## config.mk

```make
export PLATFORM = sky130hd
export DESIGN_NAME = posit_mac_ctrl
export DESIGN_NICKNAME = d
export VERILOG_FILES = /design/src/rtl/pmac_pkg.sv /design/src/rtl/pmac_ctrl_timer.sv /design/src/rtl/posit_mac_ctrl.sv
export SDC_FILE = /design/constraint.sdc
export NUM_CORES = 1
export LEC_CHECK = 0
export BUFFER_PORTS_ARGS = -buffer_cell sky130_fd_sc_hd__buf_4
export CAP_MARGIN = 20
export CORE_MARGIN = 5
export CORE_UTILIZATION = 42
export CTS_CLUSTER_SIZE = 16
export DETAILED_ROUTE_END_ITERATION = 8
export GPL_ROUTABILITY_DRIVEN = 0
export PLACE_DENSITY = 0.73
export SYNTH_ARGS = -nofsm -noshare
export SYNTH_HDL_FRONTEND = slang
export SYNTH_SLANG_ARGS = --single-unit
```

## constraint.sdc

```tcl
create_clock -name clk -period 2.3 [get_ports clk]
set_input_delay 0.345 -clock clk [delete_from_list [all_inputs] [get_ports clk]]
set_output_delay 0.345 -clock clk [all_outputs]
set_load 0.03 [all_outputs]
```

## src/rtl/pmac_pkg.sv

```systemverilog
// Shared types and helpers for the posit MAC job sequencer.
// Holds the FSM state encoding, operand address helper and default sizing constants.
package pmac_pkg;

    localparam int DEF_WIDTH = 8;
    localparam int DEF_K     = 1;
    localparam int DEF_GAP   = 2;
    localparam int DEF_TO    = 64;

    typedef enum logic [2:0] {
        S_IDLE,
        S_ISSUE,
        S_WAIT,
        S_WRITE,
        S_GAP,
        S_DONE
    } state_t;

    // Operand address of element elem of dot product idx; callers truncate to AW.
    function automatic logic [31:0] addr_calc(input logic [31:0] idx,
                                              input logic [31:0] elem,
                                              input logic [31:0] k);
        return idx * k + elem;
    endfunction

endpackage

```

## src/rtl/pmac_ctrl_timer.sv

```systemverilog
// Loadable down-counter shared by the GAP and timeout intervals; zero latency on load.
// last is high in the final cycle of a loaded interval, then the counter parks at 0.
module pmac_ctrl_timer #(
    parameter int W = 8
) (
    input  logic         clk,
    input  logic         rst,
    input  logic         load,
    input  logic [W-1:0] load_val,
    output logic         last
);

    logic [W-1:0] cnt;

    always_ff @(posedge clk) begin
        if (rst) begin
            cnt <= '0;
        end else if (load) begin
            cnt <= load_val;
        end else if (cnt != '0) begin
            cnt <= cnt - W'(1);
        end
    end

    assign last = (cnt == W'(1));

endmodule

```

## src/rtl/posit_mac_ctrl.sv

```systemverilog
// Job sequencer for one posit_mac: K-beat bursts per dot product, result write, timeout, GAP idle.
// No backpressure; optional perf counters via PMAC_CTRL_PERF_EN.
module posit_mac_ctrl
    import pmac_pkg::*;
#(
    parameter int WIDTH = DEF_WIDTH,
    parameter int K     = DEF_K,
    parameter int AW    = 10,
    parameter int NW    = 8,
    parameter int GAP   = DEF_GAP,
    parameter int TO    = DEF_TO
) (
    input  logic             clk,
    input  logic             rst,
    input  logic             start,
    input  logic [NW-1:0]    num,
    output logic             busy,
    output logic             done,
    output logic             err_to,
    output logic             w_rd_en,
    output logic [AW-1:0]    w_addr,
    input  logic [WIDTH-1:0] w_rdata,
    output logic             d_rd_en,
    output logic [AW-1:0]    d_addr,
    input  logic [WIDTH-1:0] d_rdata,
    output logic             mac_vld_i,
    output logic [WIDTH-1:0] mac_win,
    output logic [WIDTH-1:0] mac_din,
    input  logic             mac_vld_o,
    input  logic [WIDTH-1:0] mac_acc_o,
    output logic             res_we,
    output logic [AW-1:0]    res_addr,
    output logic [WIDTH-1:0] res_wdata
`ifdef PMAC_CTRL_PERF_EN
    ,
    output logic [31:0]      perf_cyc,
    output logic [15:0]      perf_lat
`endif
);

    localparam int EW = (K > 1) ? $clog2(K) : 1;
    localparam int TW = $clog2(((TO > GAP) ? TO : GAP) + 1);

    state_t            state, state_n;
    logic [NW-1:0]     num_q;
    logic [NW-1:0]     idx;
    logic [EW-1:0]     elem;
    logic [WIDTH-1:0]  cap;
    logic              tmr_load;
    logic [TW-1:0]     tmr_val;
    logic              tmr_last;
    logic              rd;

    pmac_ctrl_timer #(.W(TW)) u_tmr (
        .clk      (clk),
        .rst      (rst),
        .load     (tmr_load),
        .load_val (tmr_val),
        .last     (tmr_last)
    );

    always_comb begin
        state_n  = state;
        tmr_load = 1'b0;
        tmr_val  = '0;
        case (state)
            S_IDLE: if (start) state_n = (num == '0) ? S_DONE : S_ISSUE;
            S_ISSUE: begin
                if (elem == EW'(K - 1)) begin
                    // Timeout window opens on the cycle the last beat reaches the MAC.
                    state_n  = S_WAIT;
                    tmr_load = 1'b1;
                    tmr_val  = TW'(TO);
                end
            end
            S_WAIT: if (mac_vld_o || tmr_last) state_n = S_WRITE;
            S_WRITE: begin
                if (GAP > 0) begin
                    state_n  = S_GAP;
                    tmr_load = 1'b1;
                    tmr_val  = TW'(GAP);
                end else begin
                    state_n = (idx + NW'(1) == num_q) ? S_DONE : S_ISSUE;
                end
            end
            S_GAP: if (tmr_last) state_n = (idx == num_q) ? S_DONE : S_ISSUE;
            S_DONE:  state_n = S_IDLE;
            default: state_n = S_IDLE;
        endcase
    end

    always_ff @(posedge clk) begin
        if (rst) begin
            state     <= S_IDLE;
            num_q     <= '0;
            idx       <= '0;
            elem      <= '0;
            cap       <= '0;
            err_to    <= 1'b0;
            mac_vld_i <= 1'b0;
        end else begin
            state     <= state_n;
            mac_vld_i <= rd;
            case (state)
                S_IDLE: begin
                    if (start) begin
                        num_q  <= num;
                        idx    <= '0;
                        elem   <= '0;
                        err_to <= 1'b0;
                    end
                end
                S_ISSUE: elem <= (state_n == S_WAIT) ? '0 : elem + EW'(1);
                S_WAIT: begin
                    if (mac_vld_o) begin
                        cap <= mac_acc_o;
                    end else if (tmr_last) begin
                        cap    <= '0;
                        err_to <= 1'b1;
                    end
                end
                S_WRITE: idx <= idx + NW'(1);
                default: ;
            endcase
        end
    end

    assign rd        = (state == S_ISSUE);
    assign busy      = (state == S_ISSUE) || (state == S_WAIT) ||
                       (state == S_WRITE) || (state == S_GAP);
    assign done      = (state == S_DONE);
    assign w_rd_en   = rd;
    assign d_rd_en   = rd;
    assign w_addr    = rd ? AW'(addr_calc(32'(idx), 32'(elem), 32'(K))) : '0;
    assign d_addr    = w_addr;
    // The read ports' output register is the alignment stage; mac_vld_i is rd delayed to match.
    assign mac_win   = mac_vld_i ? w_rdata : '0;
    assign mac_din   = mac_vld_i ? d_rdata : '0;
    assign res_we    = (state == S_WRITE);
    assign res_addr  = res_we ? AW'(idx) : '0;
    assign res_wdata = res_we ? cap : '0;

`ifdef PMAC_CTRL_PERF_EN
    logic [31:0] cyc_cnt;
    logic [15:0] lat_cnt;

    always_ff @(posedge clk) begin
        if (rst) begin
            cyc_cnt  <= '0;
            lat_cnt  <= '0;
            perf_cyc <= '0;
            perf_lat <= '0;
        end else begin
            if (state == S_IDLE && start) begin
                cyc_cnt  <= '0;
                perf_lat <= '0;
            end else if (busy) begin
                cyc_cnt <= cyc_cnt + 32'd1;
            end
            if (state == S_DONE) perf_cyc <= cyc_cnt;
            if (state == S_ISSUE && state_n == S_WAIT) begin
                lat_cnt <= '0;
            end else if (state == S_WAIT) begin
                lat_cnt <= lat_cnt + 16'd1;
            end
            if (state == S_WAIT && mac_vld_o && lat_cnt > perf_lat) perf_lat <= lat_cnt;
        end
    end
`endif

endmodule
```

==> results.yml, run 1 <==
synth:
  synth_top_cell_area_share: 0.331
  synth_commonest_cells: "dfxtp_1 (37), nand2_1 (35), and2_1 (34), a21oi_1 (26), nor2_1 (23)"
  synthFlopType: "dfxtp_1"
  syn_inst: 296
  synth_area_sq_um: 2230
  synth-seq-cells: 37
  ys_warn_count: 0
  synth_most_common_cell: "dfxtp_1"
  avgSynthCellArea_sq_um: 7.55
  post-synth-top-area-cell: "dfxtp_1"
  synthArstFlopShare: 0
  yosysUniqueCellTypes: 43
  synth_area_leaders: "dfxtp_1 (33%), and2_1 (9.5%), nand2_1 (5.9%)"
  ys_seq_area_frac: 0.331
  synth_edf_count: 0
route:
  wire_per_inst_um: 13.3
  dr.pass1.iters: 5
  route.detailed.vias_per_inst: 4.99
  totalWireLength_um: 5960
  drtIter0Drc: 112
  num_vias: 2230
  antenna_left: 0
  drc: 0
worst_setup_path:
  crit_arrival_ns: 1.84
  critical_path.slowest_cell: "dfxtp_2"
  crit_family: "adder cells"
  critPathMaxFanout: 6
  worst-path-buf-inv: 1
  critical_path_class: "flip-flop to output port"
  cp_cell_sequence: "ha_2 > ha_2 > nand2_1 > or3_1 > a21oi_2 > buf_4"
  crit_path_frequent_cell: "ha_2"
  crit_required_ns: 1.96
  cp-end-kind: "output port"
  startpoint_type: "flip-flop"
  cpPeakStageDelay_ns: 0.39
sta:
  tightest_slew_ns: 0.628
  timing.slew.headroom: 0.580
  post-route-min-period_ns: 2.18
  maxSlewViolCount: 0
  clock_skew_ns: 0.00854
  hold_viol: 0
  setup_viol: 0
  fin_crit_sh: 0.948
  setup_ws_ns: 0.120
  fmax_mhz: 459
placed_design:
  dp_slack_ns: 0.339
  placedCellCount: 439
  dpl-instance-area_sq_um: 2930
  dpl.hpwl_um: 4540
  port_buffers: 92
final_layout:
  final_cell_area_sq_um: 3030
  diodes: 0
  final_nets: 417
  synthToLayoutAreaGrowth_pct: 35.7
  final_cells: 447
  drive_above_1_share: 0.340
cts:
  numCtsBuffers: 5
  cts_tree: "done"
  path_clk_slew_ns: 0.08
  htreeDepth: 2
  clk_latency_ns: 0.30
  clock_sinks: 37
  cts.path.max_buffers: 2
  ctsRootBufferMaster: "clkbuf_8"
  cts-hold-fix-buffers: 0
die:
  die_height_um: 82.9
  fp.dieW_um: 82.9
  start_util: 0.435
  die-area_sq_um: 6880
  num_rows: 26
  core_area_sq_um: 5140
  ioPinCount: 97
hold_path:
  hp-class: "primary input to flip-flop"
global_routing:
  grt_antenna_before_repair: 0
  gr-total-overflow: 0
  grt_pass1_wl_um: 9860
  grt.total_usage: 0.169
  grt_max_degree: 35
  grt_pass1_vias: 2063
pwr:
  ir_drop_uv: 436
  p_leak_uw: 0.00138
  power_per_cell_area_nw_per_um2: 657
run_status:
  status: "finished clean"
job:
  cap_violations: 0
[metal layers]
metal  up-vias  GRT usage  wire length [um]
met1       990      0.204              2620
met5         -          0                 0
met2        86      0.277              2810
met3         4     0.0653               487
met4         0     0.0535                45
li1       1150          -                 -
[path summary, 6_finish.rpt]
path                         start                    end  slack [ns]  cells past startpoint
max            idx[0]$_SDFFE_PP0P_              w_addr[6]        0.12                      6
min reg2reg  num_q[7]$_SDFFE_PP0P_  num_q[7]$_SDFFE_PP0P_        0.47                      2
max reg2reg    state[1]$_SDFF_PP0_    cap[0]$_SDFFE_PP0P_        0.54                      4
min                   mac_acc_o[6]    cap[6]$_SDFFE_PP0P_        0.29                      3
[sequential cells by signal, summed over array words and instances (netlist names)]
name / cells
cap: 8
idx: 8
num_q: 8
u_tmr.cnt: 7
state: 3
elem: 1
err_to: 1
mac_vld_i: 1
[cell type report]
cell class                      count  area [sq um]
Inverter                            8          30.0
Clock buffer                        5          68.8
Multi-Input combinational cell    222          1310
Sequential cell                    37           748
Tap cell                           70          87.6
Fill cell                         488          2110
Clock inverter                      3          17.5
Timing Repair Buffer              102           766
[per-stage QoR]
step	hold slack [ns]	power, uW	util	TNS [ns]
finish	0.290	1990	0.590	0
global route	0.273	2120	0.590	-0.00143
CTS	0.283	2000	0.587	0
detailed placement	0.458	1540	0.570	0
global placement	0.454	1530	0.570	0
floorplan	0.448	1340	-	-0.00170
[report_power, final]
part,switching (uW),internal [uW],total (uW)
Combinational,381,355,737
Sequential,86.3,714,800
Clock,246,209,455
Total,713,1280,1990
[worst register-to-register path, delay by kind of cell, from the launching register on]
family          cells  cell delay, ns
simple gates        3            0.98
compound gates      1            0.13
flops               1            0.59
[cell families (layout without fill, tap and decap cells)]
kind of cell	after synthesis	after routing	synth area share
muxes	3	3	0.0140
other	1	4	0.00168
AOI/OAI and AO/OA	62	62	0.158
and+or+nand+nor	132	132	0.307
xor gates and xnor gates	16	16	0.0627
buffers and inverters	40	118	0.0969
DFF	37	37	0.331
adders and majority gates	5	5	0.0280
[what timing repair did]
item | in CTS | in global routing
setup buffers | 0 | 0
gates resized for setup | 0 | 8
endpoints found under the setup margin | 0 | 17
[cell usage in the layout, fill, tap and decap left out, drive strengths merged, types with 3 or more instances in the layout]
| cell | instances |
|---|---|
| buf | 102 |
| xor2 | 12 |
| conb | 4 |
| nor3 | 11 |
| nor4 | 4 |
| dfxtp | 37 |
| clkbuf | 5 |
| or4 | 4 |
| or3 | 3 |
| nand3 | 5 |
| nand2 | 35 |
| o21ai | 19 |
| a311oi | 3 |
| a31oi | 6 |
| ha | 5 |
| nor2 | 24 |
| inv | 8 |
| a21oi | 27 |
| and2 | 34 |
| xnor2 | 4 |
| nand3b | 3 |
No activity file was read; power rests on OpenSTA's default activity.
==> run 2: changes to the inputs <==
--- a/config.mk
+++ b/config.mk
@@ -14,4 +14,5 @@
 export GPL_ROUTABILITY_DRIVEN = 0
 export PLACE_DENSITY = 0.73
+export REMOVE_ABC_BUFFERS = 1
 export SYNTH_ARGS = -nofsm -noshare
 export SYNTH_HDL_FRONTEND = slang
==> constraint.sdc (replaced) <==
create_clock -name clk -period 2.3 [get_ports clk]
set_input_delay 0.23 -clock clk [delete_from_list [all_inputs] [get_ports clk]]
set_output_delay 0.23 -clock clk [all_outputs]
set_load 0.03 [all_outputs]
==> run 2 against run 1 <==
Effect of this change: design area shrank 2.0%; worst setup slack worse by 0.010 ns; maximum frequency shrank 0.46%; sequential share of layout area is 0.30 points higher; total power is 0.61% lower; clock-buffer cell count unchanged; sequential power hardly changed; die area unchanged; via count unchanged; hold slack got worse by 0.10 ns; largest cell class unchanged.
==> results.yml, run 2 (synthesized netlist as in run 1, its figures left out) <==
final_layout:
  final_util: 0.578
  final_cell_mix: "buf_4 (98), dfxtp_1 (36), nand2_1 (35)"
  diodes: 0
  final_nets: 413
  final_cell_area_sq_um: 2970
  mostFrequentLayoutCell: "buf_4"
  drive_above_1_share: 0.306
  synthToLayoutAreaGrowth_pct: 32.9
  largest_registers: "cap (8), idx (8), num_q (8)"
hold_path:
  hp-class: "primary input to flip-flop"
placed_design:
  port_buffers: 92
  dp_slack_ns: 0.421
  dpl.hpwl_um: 4480
  dpl-instance-area_sq_um: 2880
cts:
  post_cts_buffers: 0
  cts_tree: "done"
  cts.path.max_buffers: 2
  cts-hold-fix-buffers: 0
  numCtsBuffers: 5
  path_clk_slew_ns: 0.08
  cts_resized: 0
  htreeDepth: 2
  clock_sinks: 37
  ctsRootBufferMaster: "clkbuf_8"
  clk_latency_ns: 0.29
pwr:
  p_clk_frac: 0.224
  sw_frac_of_total: 0.356
  ir_drop_uv: 675
  p_int_uw: 1270
  power_per_cell_area_nw_per_um2: 666
  combinationalPowerShare: 0.371
  p_leak_uw: 0.00135
  p_switching_uw: 704
  seqPwrFrac: 0.405
die:
  fp.dieW_um: 82.9
  num_rows: 26
  core_area_sq_um: 5140
  die-area_sq_um: 6880
  die_height_um: 82.9
  start_util: 0.435
  ioPinCount: 97
sta:
  setup_ws_ns: 0.110
  clock_skew_ns: 0.00557
  tightest_slew_ns: 0.602
  maxSlewViolCount: 0
  hold_viol: 0
  fmax_mhz: 457
  fin_crit_sh: 0.952
  finalSetupTns_ns: 0
  post-route-min-period_ns: 2.19
  timing.slew.headroom: 0.597
  rsz0062_at_grt: "no"
  whs_ns: 0.188
  setup_viol: 0
route:
  dr.pass1.iters: 4
  num_vias: 2230
  totalWireLength_um: 5750
  antenna_left: 0
  route.detailed.vias_per_inst: 5.03
  wire_per_inst_um: 13.0
  drtIter0Drc: 188
  drc: 0
global_routing:
  grt.total_usage: 0.165
  gr-total-overflow: 0
  grt_max_degree: 35
  grt_pass1_wl_um: 9780
  grt_pass1_vias: 2097
  grt_antenna_before_repair: 0
worst_setup_path:
  crit_path_frequent_cell: "ha_1"
  crit_required_ns: 2.07
  crit_arrival_ns: 1.96
  cp-end-kind: "output port"
  critical_path.slowest_cell: "dfxtp_1"
  worst-path-buf-inv: 1
  cp_cell_sequence: "ha_1 > ha_1 > nand2_1 > or3_1 > a21oi_1 > buf_4"
  startpoint_type: "flip-flop"
  critPathMaxFanout: 6
  crit_family: "adder cells"
  critical_path_class: "flip-flop to output port"
  cpPeakStageDelay_ns: 0.44
run_status:
  status: "finished clean"
job:
  cap_violations: 0
## run 2: cell count changes in the layout (fill, tap and decap cells not counted), sizes merged
cell / previous run / this run
buf: 102 / 98
## run 2: power by group through the flow
| stage | registers [uW] | clock network, uW | logic, uW |
|---|---|---|---|
| after floorplan | 796 | 0 | 513 |
| after global placement | 809 | 0 | 721 |
| after detailed placement | 814 | 0 | 727 |
| after CTS | 800 | 451 | 733 |
| after global routing | 814 | 480 | 821 |
| final | 801 | 444 | 733 |
## run 2: per-stage QoR
stage | total power (uW) | instances
6_report | 1980 | 443
5_1_grt | 2120 | 443
4_1_cts | 1980 | 443
3_5_place_dp | 1540 | 435
3_3_place_gp | 1530 | 435
2_1_floorplan | 1310 | 267
## run 2: path summary, 6_finish.rpt
check / end / cells after the start / start / slack (ns)
max: d_addr[6] / 6 / idx[0]$_SDFFE_PP0P_ / 0.11
min: cap[3]$_SDFFE_PP0P_ / 3 / mac_acc_o[3] / 0.19
max reg2reg: idx[2]$_SDFFE_PP0P_ / 5 / state[1]$_SDFF_PP0_ / 0.55
min reg2reg: num_q[7]$_SDFFE_PP0P_ / 2 / num_q[7]$_SDFFE_PP0P_ / 0.47
## run 2: layer usage
metal	track usage	up-vias	routed length (um)
met4	0.0401	0	60
met3	0.0574	6	536
met1	0.201	986	2440
li1	-	1141	-
met2	0.279	97	2710
met5	0	-	0
## run 2: worst reg2reg max path: stages (launching register included)
cell	delay [ns]
dfxtp_1	0.57
nand3b_1	0.15
inv_1	0.45
nor2_1	0.17
o21ai_0	0.20
a21oi_1	0.08
## run 2: final cells by class
cell class	count	area, sq um
clock buffer	5	68.8
clock inverter	3	17.5
fill	477	2170
inverter	8	30.0
multi-input combinational	222	1290
sequential	37	742
tap	70	87.6
timing repair buffer	98	736
==> run 3: changes to the inputs <==
Settings changed: CELL_PAD_IN_SITES_DETAIL_PLACEMENT from default to 1, CELL_PAD_IN_SITES_GLOBAL_PLACEMENT from default to 1, CORE_UTILIZATION 42 to 34, CTS_BUF_LIST from default to sky130_fd_sc_hd__clkbuf_8, PLACE_DENSITY 0.73 to 0.83.
==> run 3 against run 2 <==
Effect of this change: sequential share of layout area shrank 0.17 points; hold slack lost 0.0028 ns; design area increased by 1.0%; clock skew is 0.0047 ns higher; global-route usage up 0.74 points; sequential power rose by 0.6%; combinational power up 3.1%; utilization shrank 11 points; total power grew 4.7%; non-clock buffer count stayed put; first-iteration DRC count shrank 62%; critical path depth shrank 2; largest power group unchanged.
==> results.yml, run 3 (synthesized netlist as in run 1, its figures left out) <==
pwr:
  p_switching_uw: 734
  power_per_cell_area_nw_per_um2: 691
  ir_drop_uv: 411
  p_clk_frac: 0.246
  seqPwrFrac: 0.389
  sw_frac_of_total: 0.354
  p_leak_uw: 0.00137
  combinationalPowerShare: 0.365
  p_int_uw: 1340
  power_uw: 2070
route:
  dr.pass1.iters: 4
  wire_per_inst_um: 16.3
  drc: 0
  totalWireLength_um: 7330
  drtIter0Drc: 71
  antenna_left: 0
  num_vias: 2375
  route.detailed.vias_per_inst: 5.28
sta:
  hold_viol: 0
  clock_skew_ns: 0.0103
  setup_viol: 0
  setup_ws_ns: 0.0836
  fmax_mhz: 451
  tightest_slew_ns: 0.704
  fin_crit_sh: 0.964
  maxSlewViolCount: 0
  timing.slew.headroom: 0.528
  rsz0062_at_grt: "no"
  post-route-min-period_ns: 2.22
die:
  core_area_sq_um: 6390
  die-area_sq_um: 8290
  fp.dieW_um: 91.1
  num_rows: 29
  start_util: 0.350
  die_height_um: 91.1
  ioPinCount: 97
global_routing:
  grt_max_degree: 35
  grt_pass1_wl_um: 12000
  grt_pass1_vias: 2417
  gr-total-overflow: 0
  grt.total_usage: 0.173
  grt_antenna_before_repair: 1
worst_setup_path:
  cp_cell_sequence: "nand4_1 > or3_1 > a21oi_1 > buf_4"
  critical_path.slowest_cell: "dfxtp_1"
  cpPeakStageDelay_ns: 0.58
  cp-end-kind: "output port"
  crit_arrival_ns: 1.99
  startpoint_type: "flip-flop"
  crit_required_ns: 2.07
  critical_path_class: "flip-flop to output port"
  critPathMaxFanout: 11
final_layout:
  final_cell_mix: "buf_4 (98), nand2_1 (35), and2_1 (34), dfxtp_1 (34), a21oi_1 (25)"
  final_util: 0.470
  synthToLayoutAreaGrowth_pct: 34.3
  final_cell_area_sq_um: 3000
  final_nets: 413
  diodes: 0
  drive_above_1_share: 0.314
  largest_registers: "cap (8), idx (8), num_q (8)"
  mostFrequentLayoutCell: "buf_4"
run_status:
  status: "finished clean"
cts:
  clock_sinks: 37
  path_clk_slew_ns: 0.08
  cts-hold-fix-buffers: 0
  htreeDepth: 2
  cts_tree: "done"
  cts.path.max_buffers: 2
  post_cts_buffers: 0
  ctsRootBufferMaster: "clkbuf_8"
  numCtsBuffers: 5
  clk_latency_ns: 0.29
job:
  cap_violations: 0
placed_design:
  dpl-instance-area_sq_um: 2890
  dp_slack_ns: 0.341
  port_buffers: 92
  dpl.hpwl_um: 5710
hold_path:
  hp-class: "primary input to flip-flop"
[run 3: cell type report]
cell class	count	area, sq um
inverters	8	30.0
repair buffers	98	736
well taps	77	96.3
fillers	808	3390
clock inverters	1	5.00
multi-input cells	222	1290
flip-flops and latches	37	744
clock buffers	7	96.3
[run 3: power groups by stage]
| stage | logic [uW] | clock network, uW | registers [uW] |
|---|---|---|---|
| floorplan | 513 | 0 | 796 |
| global placement | 728 | 0 | 810 |
| detailed placement | 748 | 0 | 819 |
| CTS | 764 | 525 | 804 |
| global route | 840 | 545 | 821 |
| finish | 756 | 511 | 806 |
[run 3: path summary, 6_finish.rpt]
path / startpoint / to / slack (ns) / depth (start not counted)
setup / recovery: idx[3]$_SDFFE_PP0P_ / w_addr[7] / 0.08 / 4
hold / removal: mac_acc_o[6] / cap[6]$_SDFFE_PP0P_ / 0.19 / 3
setup reg to reg: state[1]$_SDFF_PP0_ / cap[7]$_SDFFE_PP0P_ / 0.45 / 4
hold reg to reg: cap[6]$_SDFFE_PP0P_ / cap[6]$_SDFFE_PP0P_ / 0.47 / 2
[run 3: repair_timing]
| action | in CTS | in global routing |
|---|---|---|
| resized for setup | 0 | 4 |
| endpoints found under the hold margin | 0 | 0 |
| setup endpoints to repair | 0 | 10 |
[run 3: metrics by stage]
stage	cells	TNS (ns)	hold slack, ns
global route	450	0	0.188
floorplan	267	-0.620	0.292
finish	450	0	0.186
global placement	442	0	0.457
CTS	450	0	0.180
detailed placement	442	0	0.465
[run 3: worst max-delay path: cells and delay by family (launching register included)]
kind / cells / cell delay (ns)
compound gates: 1 / 0.20
buf+inv: 1 / 0.20
flops: 1 / 0.58
simple gates: 2 / 0.72
[run 3: per-layer routing]
layer | share of wire | up-vias | GRT usage
li1 | - | 1139 | -
met1 | 0.42 | 1126 | 0.203
met2 | 0.48 | 93 | 0.296
met3 | 0.077 | 15 | 0.0562
met4 | 0.021 | 2 | 0.0575
met5 | 0.0015 | - | 0
